**src/rtl/spi_master_arb.sv**
```systemverilog
// Mode-0 SPI master shared by two requesters through a round-robin arbiter.
// One requester owns the link per transfer. The transfer shifts DATA_W bits MSB-first,
// then returns the received word with a done pulse to the owner.
module spi_master_arb #(
   parameter int unsigned DATA_W   = 8,
   parameter int unsigned CLK_DIV  = 2,
   parameter int unsigned CS_SETUP = 2,
   parameter int unsigned CS_HOLD  = 2
) (
   input  logic              clk,
   input  logic              rst,
   input  logic              req0,
   input  logic [DATA_W-1:0] wdata0,
   output logic              gnt0,
   output logic              done0,
   input  logic              req1,
   input  logic [DATA_W-1:0] wdata1,
   output logic              gnt1,
   output logic              done1,
   output logic [DATA_W-1:0] rdata,
   output logic              busy,
   output logic              sclk,
   output logic              cs,
   output logic              mosi,
   input  logic              miso
);

   // Phase counter must hold the longest of the setup, half-period and hold intervals.
   localparam int unsigned CNT_MAX_A = (CLK_DIV > CS_SETUP) ? CLK_DIV : CS_SETUP;
   localparam int unsigned CNT_MAX   = (CNT_MAX_A > CS_HOLD) ? CNT_MAX_A : CS_HOLD;
   localparam int unsigned CNT_W     = $clog2(CNT_MAX + 1);
   localparam int unsigned BIT_W     = $clog2(DATA_W + 1);

   typedef enum logic [2:0] {
      IDLE     = 3'd0,
      SETUP    = 3'd1,
      SHIFT_LO = 3'd2,
      SHIFT_HI = 3'd3,
      HOLD     = 3'd4
   } state_t;

   state_t            state;
   logic [CNT_W-1:0]  cnt;
   logic [BIT_W-1:0]  bit_cnt;
   logic [DATA_W-1:0] shreg;
   logic              owner;     // 1 when requester 1 owns the current transfer
   logic              last;      // requester served most recently
   logic              pick1_c;
   logic [DATA_W-1:0] wsel_c;

   // Round-robin pick: a lone request wins, and a tie goes to the requester not served last.
   assign pick1_c = req1 && (!req0 || !last);
   assign wsel_c  = pick1_c ? wdata1 : wdata0;

   // Transfer sequencer: arbitration, CS framing, SCLK generation and shifting.
   always_ff @(posedge clk or negedge rst) begin
      if (!rst) begin
         state   <= IDLE;
         cnt     <= '0;
         bit_cnt <= '0;
         shreg   <= '0;
         owner   <= 1'b0;
         last    <= 1'b1;
         gnt0    <= 1'b0;
         gnt1    <= 1'b0;
         done0   <= 1'b0;
         done1   <= 1'b0;
         rdata   <= '0;
         busy    <= 1'b0;
         sclk    <= 1'b0;
         cs      <= 1'b1;
         mosi    <= 1'b0;
      end else begin
         gnt0  <= 1'b0;
         gnt1  <= 1'b0;
         done0 <= 1'b0;
         done1 <= 1'b0;
         case (state)
            IDLE: begin
               if (req0 || req1) begin
                  owner   <= pick1_c;
                  last    <= pick1_c;
                  gnt0    <= !pick1_c;
                  gnt1    <= pick1_c;
                  shreg   <= wsel_c;
                  mosi    <= wsel_c[DATA_W-1];
                  cs      <= 1'b0;
                  busy    <= 1'b1;
                  cnt     <= '0;
                  bit_cnt <= '0;
                  state   <= SETUP;
               end
            end
            SETUP: begin
               if (cnt == CNT_W'(CS_SETUP - 1)) begin
                  cnt   <= '0;
                  state <= SHIFT_LO;
               end else begin
                  cnt <= cnt + CNT_W'(1);
               end
            end
            SHIFT_LO: begin
               if (cnt == CNT_W'(CLK_DIV - 1)) begin
                  cnt     <= '0;
                  sclk    <= 1'b1;
                  shreg   <= {shreg[DATA_W-2:0], miso};
                  bit_cnt <= bit_cnt + BIT_W'(1);
                  state   <= SHIFT_HI;
               end else begin
                  cnt <= cnt + CNT_W'(1);
               end
            end
            SHIFT_HI: begin
               if (cnt == CNT_W'(CLK_DIV - 1)) begin
                  cnt  <= '0;
                  sclk <= 1'b0;
                  if (bit_cnt < BIT_W'(DATA_W)) begin
                     // After the shift, the next transmit bit sits at the MSB.
                     mosi  <= shreg[DATA_W-1];
                     state <= SHIFT_LO;
                  end else begin
                     mosi  <= 1'b0;
                     state <= HOLD;
                  end
               end else begin
                  cnt <= cnt + CNT_W'(1);
               end
            end
            HOLD: begin
               if (cnt == CNT_W'(CS_HOLD - 1)) begin
                  cnt   <= '0;
                  cs    <= 1'b1;
                  rdata <= shreg;
                  done0 <= !owner;
                  done1 <= owner;
                  busy  <= 1'b0;
                  state <= IDLE;
               end else begin
                  cnt <= cnt + CNT_W'(1);
               end
            end
            default: state <= IDLE;
         endcase
      end
   end

endmodule

```
**config.mk**
```make
export PLATFORM = sky130hd
export DESIGN_NAME = spi_master_arb
export DESIGN_NICKNAME = d
export VERILOG_FILES = /design/src/rtl/spi_master_arb.sv
export SDC_FILE = /design/constraint.sdc
export NUM_CORES = 1
export LEC_CHECK = 0
export ABC_AREA = 0
export CORE_MARGIN = 2
export CORE_UTILIZATION = 31
export DETAILED_ROUTE_END_ITERATION = 7
export GPL_ROUTABILITY_DRIVEN = 0
export PLACE_DENSITY = 0.63
export REMOVE_ABC_BUFFERS = 1
export SKIP_CTS_REPAIR_TIMING = 1
export SLEW_MARGIN = 5
export SYNTH_ARGS = -nofsm -noshare
export SYNTH_HDL_FRONTEND = slang
export SYNTH_SLANG_ARGS = --single-unit
```
**constraint.sdc**
```tcl
create_clock -name clk -period 2 [get_ports clk]
set_clock_uncertainty 0.15 [all_clocks]
set_input_delay 0.3 -clock clk [delete_from_list [all_inputs] [get_ports clk]]
set_output_delay 0.3 -clock clk [all_outputs]
set_load 0.02 [all_outputs]
```
* Yosys cells after proc, flatten, opt, wreduce, memory -nomap -nowiden
Cells that the tools add are included.
** Cells by class
- Add/sub/neg operators :: 2
- $lt $le $gt $ge :: 1
- Eq/ne operators :: 10
- Mux-type cells :: 36
- Reduce and logical (&&, ||, !) cells :: 22
** Operators by type and width (count)
- $mux 8 :: 3
- $mux 3 :: 6
- $pmux 8 s2 :: 1
- $mux 1 :: 15
- $pmux 3 s5 :: 1
- $reduce_and 3->1 :: 4
- $ne 2x2->1 const B :: 5
- $reduce_bool 2->1 :: 5
- $mux 4 :: 2
- $pmux 1 s2 :: 4
- $pmux 4 s2 :: 1
- $eq 3x2->1 const B :: 2
- $reduce_and 2->1 :: 3
- $reduce_and 5->1 :: 1
- $add 4x1->4 const B :: 1
- $logic_not 1->1 :: 4
- $lt 4x4->1 const B :: 1
- $mux 2 :: 2
- $pmux 2 s2 :: 1
- $reduce_or 4->1 :: 1
- $eq 3x1->1 const B :: 1
- $eq 3x3->1 const B :: 1
- $logic_not 3->1 :: 1
- $add 2x1->2 const B :: 1
- other kinds (3) :: 4
** Word-level totals
- Bits in registers :: 35
- Bits of input ports :: 21

* Logic depth before layout (Yosys ltp)
Gate-level depths: netlist of the first run.
- Depth in word-level cells :: 6
- Gate-level depth with buffers :: 5

* Worst setup path before layout of the first run
No wires, ideal clock.
- Path kind :: register -> register
- Start :: register state[0]
- End :: register shreg[2]
- Data arrival time :: 1318 ps
- Required time :: 1718 ps
- Path slack :: 400 ps
- Cell stages (with the launch flop) :: 5
- Cells stage by stage :: dfrtp_1 > or4b_1 > buf_2 > nor3_1 > nor4_1
** Between the ends
- Longest elaborated chain between the ends :: 3
- Elaborated cells between the ends (all ways) :: 7
- Those cells by class :: eq/ne: 3; mux: 1; reduce/logical: 3
** RTL lines
- start, declared :: RTL line 42 : state_t state;
- start signal, assigned :: RTL line 58 : state <= IDLE;
- start signal, assigned :: RTL line 91 : state <= SETUP;
- start signal, assigned :: RTL line 97 : state <= SHIFT_LO;
- $eq 3x2->1 or $logic_not 3->1 (tied branches) :: RTL line 78 : case (state)
- $ne 2x2->1 (no line) or $reduce_bool 2->1 (tied branches)
- $reduce_and 3->1 (no line)
- end signal, assigned :: RTL line 85 : shreg <= wsel_c;
- end signal, assigned :: RTL line 106 : shreg <= {shreg[DATA_W-2:0], miso};
- end, declared :: RTL line 45 : logic [DATA_W-1:0] shreg;
Parallel ways exist; a longest one is shown, timed or not.
A chain may end at the register's enable or synchronous reset.

* Worst setup path after layout of the first run
- Start :: register state[1]
- End :: register shreg[7]
Same word-level chain as after synthesis.

==> results of run 1 <==
[layout by cell type, fill, tap and decap left out, types with 3 or more instances in the layout]
master           instances
clkdlybuf4s50_1         36
a221oi_1                 8
nor4_1                   9
nand2_1                  5
o31ai_1                  3
mux2_2                   9
dfrtp_1                 33
buf_4                   15
nand3_1                  3
inv_1                    3
clkinv_2                 3
nor3_1                  25
a21oi_1                  5
clkbuf_8                 5
nor2_1                   8
[metrics by stage]
| stage | area, µm² | instances | total power, µW |
|---|---|---|---|
| 2_1_floorplan | 1650 | 150 | 1940 |
| 3_3_place_gp | 2230 | 274 | 2530 |
| 3_5_place_dp | 2230 | 274 | 2540 |
| 4_1_cts | 2320 | 282 | 3050 |
| 5_1_grt | 2320 | 282 | 3250 |
| 6_report | 2320 | 282 | 3030 |
[worst max-delay path by stage]
stage	cells past startpoint	slack, ns	to
5_1_grt	5	0.03	shreg[1]$_DFFE_PN0P_
2_1_floorplan	3	-0.06	bit_cnt[0]$_DFFE_PN0P_
3_5_place_dp	4	-0.05	mosi$_DFFE_PN0P_
4_1_cts	1	0.13	cs
3_3_place_gp	4	-0.03	shreg[7]$_DFFE_PN0P_
6_report	3	0.12	shreg[7]$_DFFE_PN0P_
[layout make-up]
type                            instances  area [µm²]
Fill cell                             542        3120
Sequential cell                        35         878
Multi-Input combinational cell        111         756
Timing Repair Buffer                   52         493
Tap cell                               72        90.1
Clock buffer                            5        68.8
Clock inverter                          3        15.0
Inverter                                4        15.0
[worst max-delay path, stage by stage (launching register included)]
cell     delay, ns
dfrtp_1       0.49
or4b_1        0.74
nor3_1        0.30
nor4_1        0.09
[state kept, by name (all words and copies together), names as in the netlist, 2 cells and up]
register	cells
rdata	8
bit_cnt	4
cnt	2
state	3
shreg	8
[where the power goes]
group          internal [µW]  switching (µW)  leakage, µW
clock                    238             257    0.0000477
sequential               955             218     0.000428
combinational            657             704     0.000485
[cells by family (layout without fill, tap and decap cells)]
kind of cell               count (synthesis)  after routing
AOI/OAI and AO/OA                         30             30
xor gates and xnor gates                   1              1
adders and majority gates                  1              1
buffers and inverters                     17             64
DFF                                       35             35
muxes                                     10             10
and+or+nand+nor                           69             69
[layer usage]
metal  track usage, %  vias up  share of wire [%]
met5                0        -                  0
met4             4.04        0               0.45
met3             3.45        2                3.5
met2             22.2       31                 47
met1             20.7      701                 49
li1                 -      704                  -
==> flow_summary.toml, run 1 <==
[clock_tree]
clock_latency_ns = 0.28
cts_sinks = 35
path_clk_slew_ns = 0.08
cts_buffers = 5
clock_path_buffers = 2
htreeDepth = 2
cts_root_buf = "clkbuf_8"
cts_tree = "yes"

[synth]
synth-main-ff-cell = "dfrtp_1"
synthTopCellsByArea = "dfrtp_1, nor3_1, mux2_2"
ys_seq_elements = 35
synthXorXnorAreaFrac_pct = 0.509
yosysWarnings = 0
yosys.area_share.simple_pct = 23.4
yosysMostFrequentCell = "dfrtp_1"
synth_cell_types = 46
synth_top_area_share_pct = 48.0
syn_inst = 163
muxShareOfSynthArea_pct = 6.47
synth_area_per_cell_um2 = 10.6
synth-edff-count = 0
synth_largest_area_cell = "dfrtp_1"
synth.yosys.seq_area_share_pct = 51.1
synth_top_family_by_area = "simple AND/OR/NAND/NOR gates"
syn_area_um2 = 1720
synth_common_cells = "dfrtp_1, nor3_1, mux2_2, nor4_1"
synth_compound_area_share_pct = 12.8
async_flop_share_pct = 100
synthAdderAreaFrac_pct = 0.727

[setup_path]
r2r_cells = 3
r2r_slack_ns = 0.12
startpoint_type = "flip-flop"
worst-path-max-fanout = 9
cp_data_arrival_time_ns = 1.89
critPathLaunch = "state[1]$_DFFE_PN0P_"
required_ns = 2.01
reg2reg_from = "state[1]$_DFFE_PN0P_"
cp-end-kind = "flip-flop"
path_class = "flip-flop to flip-flop"
reg2reg_to = "shreg[7]$_DFFE_PN0P_"

[global_route]
grt_pass1_wl_um = 7180
grt_usage_pct = 14.6
grt.overflow.total = 0
grt_max_degree = 36
antenna_found_initial = 0
grt_pass1_vias = 1464

[cells_and_area]
final_nets = 231
num_antenna_cells = 0
area_growth_syn_to_layout_pct = 34.6
final_util_pct = 42.6
drive_gt1_share_pct = 19.5

[die]
ioPinCount = 37
fp.dieH_um = 78.5
rows = 27
start_util_pct = 31.6
dieArea_um2 = 6160
die_x_um = 78.5
core_area_um2 = 5440

[timing]
final-setup-viol-count = 0
drv_slew = 0
tightest_slew_ns = 0.470
rsz0062_at_grt = "no"
fin_crit_ns = 1.88
fmax_ghz = 0.532
setup_tns_ns = 0
hold_ws_ns = 0.279
setup_ws_ns = 0.119
hold_viol = 0
timing.final.crit_share_pct = 94.0
relSlewSlack_pct = 68.7

[routing]
antenna_left = 0
drc = 0
drt_iter0_drc = 106
drt_pre_antenna_iters = 4
routedWlPerCell_um = 14.9
via_per_inst = 5.10
num_vias = 1438
wirelength_um = 4190

[flow_run]
maxCapViolations = 0

[hold_path]
min_path_type = "input pin to async pin"

[power_and_ir_drop]
p_leak_uw = 0.000961
vdd_ir_drop_max_mv = 0.725
power.density_nw_per_um2 = 1310

[run_status]
outcome = "completed"

[placed_design]
pre_cts_ws_ns = -0.0540
hpwl_um = 3000
portBuffers = 36
(Power assumes the default switching activity.)
==> run 2, diff against run 1 <==
CORE_UTILIZATION = 39   (was 31)
PLACE_DENSITY = 0.74   (was 0.63)
clock period = 2.3 ns   (was 2 ns; I/O delays follow)
==> flow_summary.toml, run 2 (synthesized netlist as in run 1, its figures left out) <==
[setup_path]
slowest_delay_ns = 0.78
reg2reg_to = "shreg[7]$_DFFE_PN0P_"
cp_data_arrival_time_ns = 2.00
r2r_cells = 3
crit_family = "simple AND/OR/NAND/NOR gates"
reg2reg_from = "state[1]$_DFFE_PN0P_"
crit_chain = "or4b_1, nor3_1, nor4_1"
cp_num_buf_inv = 0
required_ns = 2.32
slowest_stage = "or4b_1"
cp-end-kind = "flip-flop"
startpoint_type = "flip-flop"
r2r_slack_ns = 0.32
path_class = "flip-flop to flip-flop"
worst-path-max-fanout = 15

[global_route]
grt.overflow.total = 0
grt_pass1_wl_um = 6870
grt_usage_pct = 17.5
antenna_found_initial = 0
grt_max_degree = 36
grt_pass1_vias = 1420

[power_and_ir_drop]
p_clk_share_pct = 17.0
seq_power_share_pct = 40.7
power.density_nw_per_um2 = 1150
pwr-share-comb_pct = 42.3
p_leak_uw = 0.000919
power_uw = 2550
vdd_ir_drop_max_mv = 0.589
internal_power_uw = 1560
p_sw_uw = 989
swShare_pct = 38.8

[clock_tree]
path_clk_slew_ns = 0.07
htreeDepth = 2
cts_tree = "yes"
cts_sinks = 35
cts_root_buf = "clkbuf_8"
cts_buffers = 5
clock_latency_ns = 0.29
clock_path_buffers = 2

[timing]
setup_tns_ns = 0
rsz0062_at_grt = "no"
final-setup-viol-count = 0
timing.final.crit_share_pct = 86.2
drv_slew = 0
fin_crit_ns = 1.98
hold_viol = 0
tightest_slew_ns = 0.494
fmax_ghz = 0.504
relSlewSlack_pct = 67.1

[die]
die_x_um = 70.4
start_util_pct = 40.1
dieArea_um2 = 4960
core_area_um2 = 4290
rows = 24
fp.dieH_um = 70.4
ioPinCount = 37

[cells_and_area]
drive_gt1_share_pct = 15.8
final_nets = 224
mostFrequentLayoutCells = "clkdlybuf4s50_1, dfrtp_1, nor3_1"
final_common_cell = "clkdlybuf4s50_1"
num_antenna_cells = 0
area_growth_syn_to_layout_pct = 29.2
top_regs = "rdata: 8 flops, shreg: 8 flops, bit_cnt: 4 flops"

[routing]
routedWlPerCell_um = 15.3
via_per_inst = 5.57
wirelength_um = 3900
drt_iter0_drc = 115
num_vias = 1420
drt_pre_antenna_iters = 4
antenna_left = 0
drc = 0

[hold_path]
whs_path_depth = 1
hp-start = "owner$_DFFE_PN0P_"
holdPathEnd = "done0$_DFF_PN0_"
min_path_type = "flip-flop to flip-flop"

[placed_design]
portBuffers = 36
hpwl_um = 2710

[run_status]
outcome = "completed"

[flow_run]
maxCapViolations = 0
-- run 2: changes by cell type in the layout (fill, tap and decap cells not counted), sizes merged --
cell and change:
buf -7, clkbuf +2, clkinv -2
-- run 2: how the worst max path moves through the flow --
stage,startpoint,endpoint,cells past startpoint
global route,state[1]$_DFFE_PN0P_,bit_cnt[0]$_DFFE_PN0P_,4
detailed placement,req0,shreg[7]$_DFFE_PN0P_,4
floorplan,state[2]$_DFFE_PN0P_,bit_cnt[0]$_DFFE_PN0P_,3
finish,state[1]$_DFFE_PN0P_,shreg[7]$_DFFE_PN0P_,3
global placement,req0,shreg[3]$_DFFE_PN0P_,4
CTS,state[1]$_DFFE_PN0P_,shreg[7]$_DFFE_PN0P_,3
-- run 2: worst register-to-register path, stage by stage (launching register included) --
cell and delay (ns):
dfrtp_1 0.56, or4b_1 0.79, nor3_1 0.28, nor4_1 0.09
-- run 2: layer usage --
metal  global-route usage [%]  vias to the layer above  part of all wire (%)
met5                        0                        -                     0
met4                     7.05                        0                   1.3
met3                     3.90                        5                   5.4
met2                     25.3                       41                    47
met1                     25.3                      679                    47
li1                         -                      695                     -
-- run 2: through the flow --
stage	util, %	std cells	hold slack, ns	worst slack, ns	area (µm²)
final	51.8	255	0.282	0.316	2220
after global routing	51.8	255	0.329	0.131	2220
after CTS	51.8	255	0.288	0.326	2220
after detailed placement	49.9	247	0.278	0.149	2140
after global placement	49.9	247	0.262	0.152	2140
after floorplan	-	150	-0.101	0.238	1650
-- run 2: area by class of cell --
class	instances	area [µm²]
Multi-Input combinational cell	111	756
Clock inverter	1	5.00
Tap cell	52	65.1
Timing Repair Buffer	45	428
Sequential cell	35	878
Clock buffer	7	76.3
Fill cell	396	2070
Inverter	4	15.0
-- run 2: power groups by stage --
stage / sequential, µW / clock, µW / combinational, µW
after floorplan: 1100 / 0 / 594
after global placement: 1040 / 0 / 1060
after detailed placement: 1050 / 0 / 1080
after CTS: 1040 / 441 / 1090
after global routing: 1080 / 463 / 1200
final: 1040 / 433 / 1080
==> run 3, diff against run 2 <==
CAP_MARGIN = 25   (was default)
CORE_UTILIZATION = 54   (was 39)
PLACE_DENSITY = 0.94   (was 0.74)
==> flow_summary.toml, run 3 (synthesized netlist as in run 1, its figures left out) <==
[run_status]
outcome = "completed"

[routing]
drc = 0
via_per_inst = 6.20
routedWlPerCell_um = 17.0
antenna_left = 0
drt_iter0_drc = 156
wirelength_um = 4180
drt_pre_antenna_iters = 4
num_vias = 1524

[die]
core_area_um2 = 3050
dieArea_um2 = 3650
fp.dieH_um = 60.4
rows = 20
die_x_um = 60.4
start_util_pct = 56.4
ioPinCount = 37

[cells_and_area]
num_antenna_cells = 0
fillers = 223
final_common_cell = "clkdlybuf4s50_1"
final_nets = 223
area_growth_syn_to_layout_pct = 26.5
mostFrequentLayoutCells = "clkdlybuf4s50_1, dfrtp_1, nor3_1"
drive_gt1_share_pct = 16.3
top_regs = "rdata: 8 flops, shreg: 8 flops, bit_cnt: 4 flops"

[placed_design]
hpwl_um = 2910
portBuffers = 36

[hold_path]
min_path_type = "input pin to async pin"

[clock_tree]
path_clk_slew_ns = 0.11
cts_tree = "yes"
clock_latency_ns = 0.35
cts_root_buf = "clkbuf_4"
clock_path_buffers = 2
cts_buffers = 5
htreeDepth = 2
cts_sinks = 35

[setup_path]
critPathLaunch = "state[1]$_DFFE_PN0P_"
path_class = "flip-flop to flip-flop"
cp_data_arrival_time_ns = 2.12
reg2reg_from = "state[1]$_DFFE_PN0P_"
startpoint_type = "flip-flop"
r2r_slack_ns = 0.27
worst-path-max-fanout = 15
cp-end-kind = "flip-flop"
required_ns = 2.39

[global_route]
grt_pass1_wl_um = 6910
antenna_found_initial = 0
grt_pass1_vias = 1452
grt.overflow.total = 0
grt_usage_pct = 25.9
grt_max_degree = 36

[flow_run]
maxCapViolations = 0

[timing]
timing.final.crit_share_pct = 88.4
final-setup-viol-count = 0
drv_slew = 0
rsz0062_at_grt = "no"
relSlewSlack_pct = 66.0
setup_tns_ns = 0
fmax_ghz = 0.492
hold_viol = 0
tightest_slew_ns = 0.509
fin_crit_ns = 2.03

[power_and_ir_drop]
vdd_ir_drop_max_mv = 0.635
power.density_nw_per_um2 = 1130
p_leak_uw = 0.000905
power_uw = 2470
==> run 3: path summary, 6_finish.rpt <==
kind | cells past startpoint | to
max reg2reg | 3 | shreg[7]$_DFFE_PN0P_
max | 3 | shreg[7]$_DFFE_PN0P_
min in group clk | 1 | done0$_DFF_PN0_
min | 2 | cnt[0]$_DFFE_PN0P_
max in group asynchronous | 2 | last$_DFFE_PN1P_
min reg2reg | 1 | done0$_DFF_PN0_
==> run 3: report_power, final <==
| group | switching (µW) | internal [µW] |
|---|---|---|
| logic | 570 | 508 |
| clock network | 216 | 114 |
| registers | 229 | 828 |
| total | 1020 | 1450 |
==> run 3: cell type report <==
cell class              count  area, µm²  share of cell area, %
well taps                  44       55.1                   2.53
inverters                   4       15.0                  0.690
clock inverters             3       15.0                  0.690
flip-flops and latches     35        878                   40.3
clock buffers               5       37.5                   1.72
multi-input cells         111        756                   34.7
repair buffers             44        420                   19.3
==> run 3: critical path: stages (launching register included) <==
cell and delay, ns:
dfrtp_1 0.58, or4b_1 0.82, nor3_1 0.29, nor4_1 0.09
==> run 3: layer usage <==
metal	vias to the layer above	global-route usage (%)	share of wire (%)
met5	-	0	0
met4	0	13.0	3.9
met3	17	6.40	8.3
met2	91	40.7	48
met1	722	33.7	40
li1	694	-	-
==> run 3: metrics by stage <==
stage                     hold slack (ns)  std cells  worst slack [ns]  utilization [%]  cell area [µm²]
after floorplan                    -0.101        150             0.238                -             1650
after global placement              0.259        238             0.208             69.6             2120
after detailed placement            0.263        238             0.148             69.6             2120
after CTS                           0.254        246             0.299             71.3             2180
after global routing                0.285        246             0.103             71.3             2180
final                               0.240        246             0.266             71.3             2180
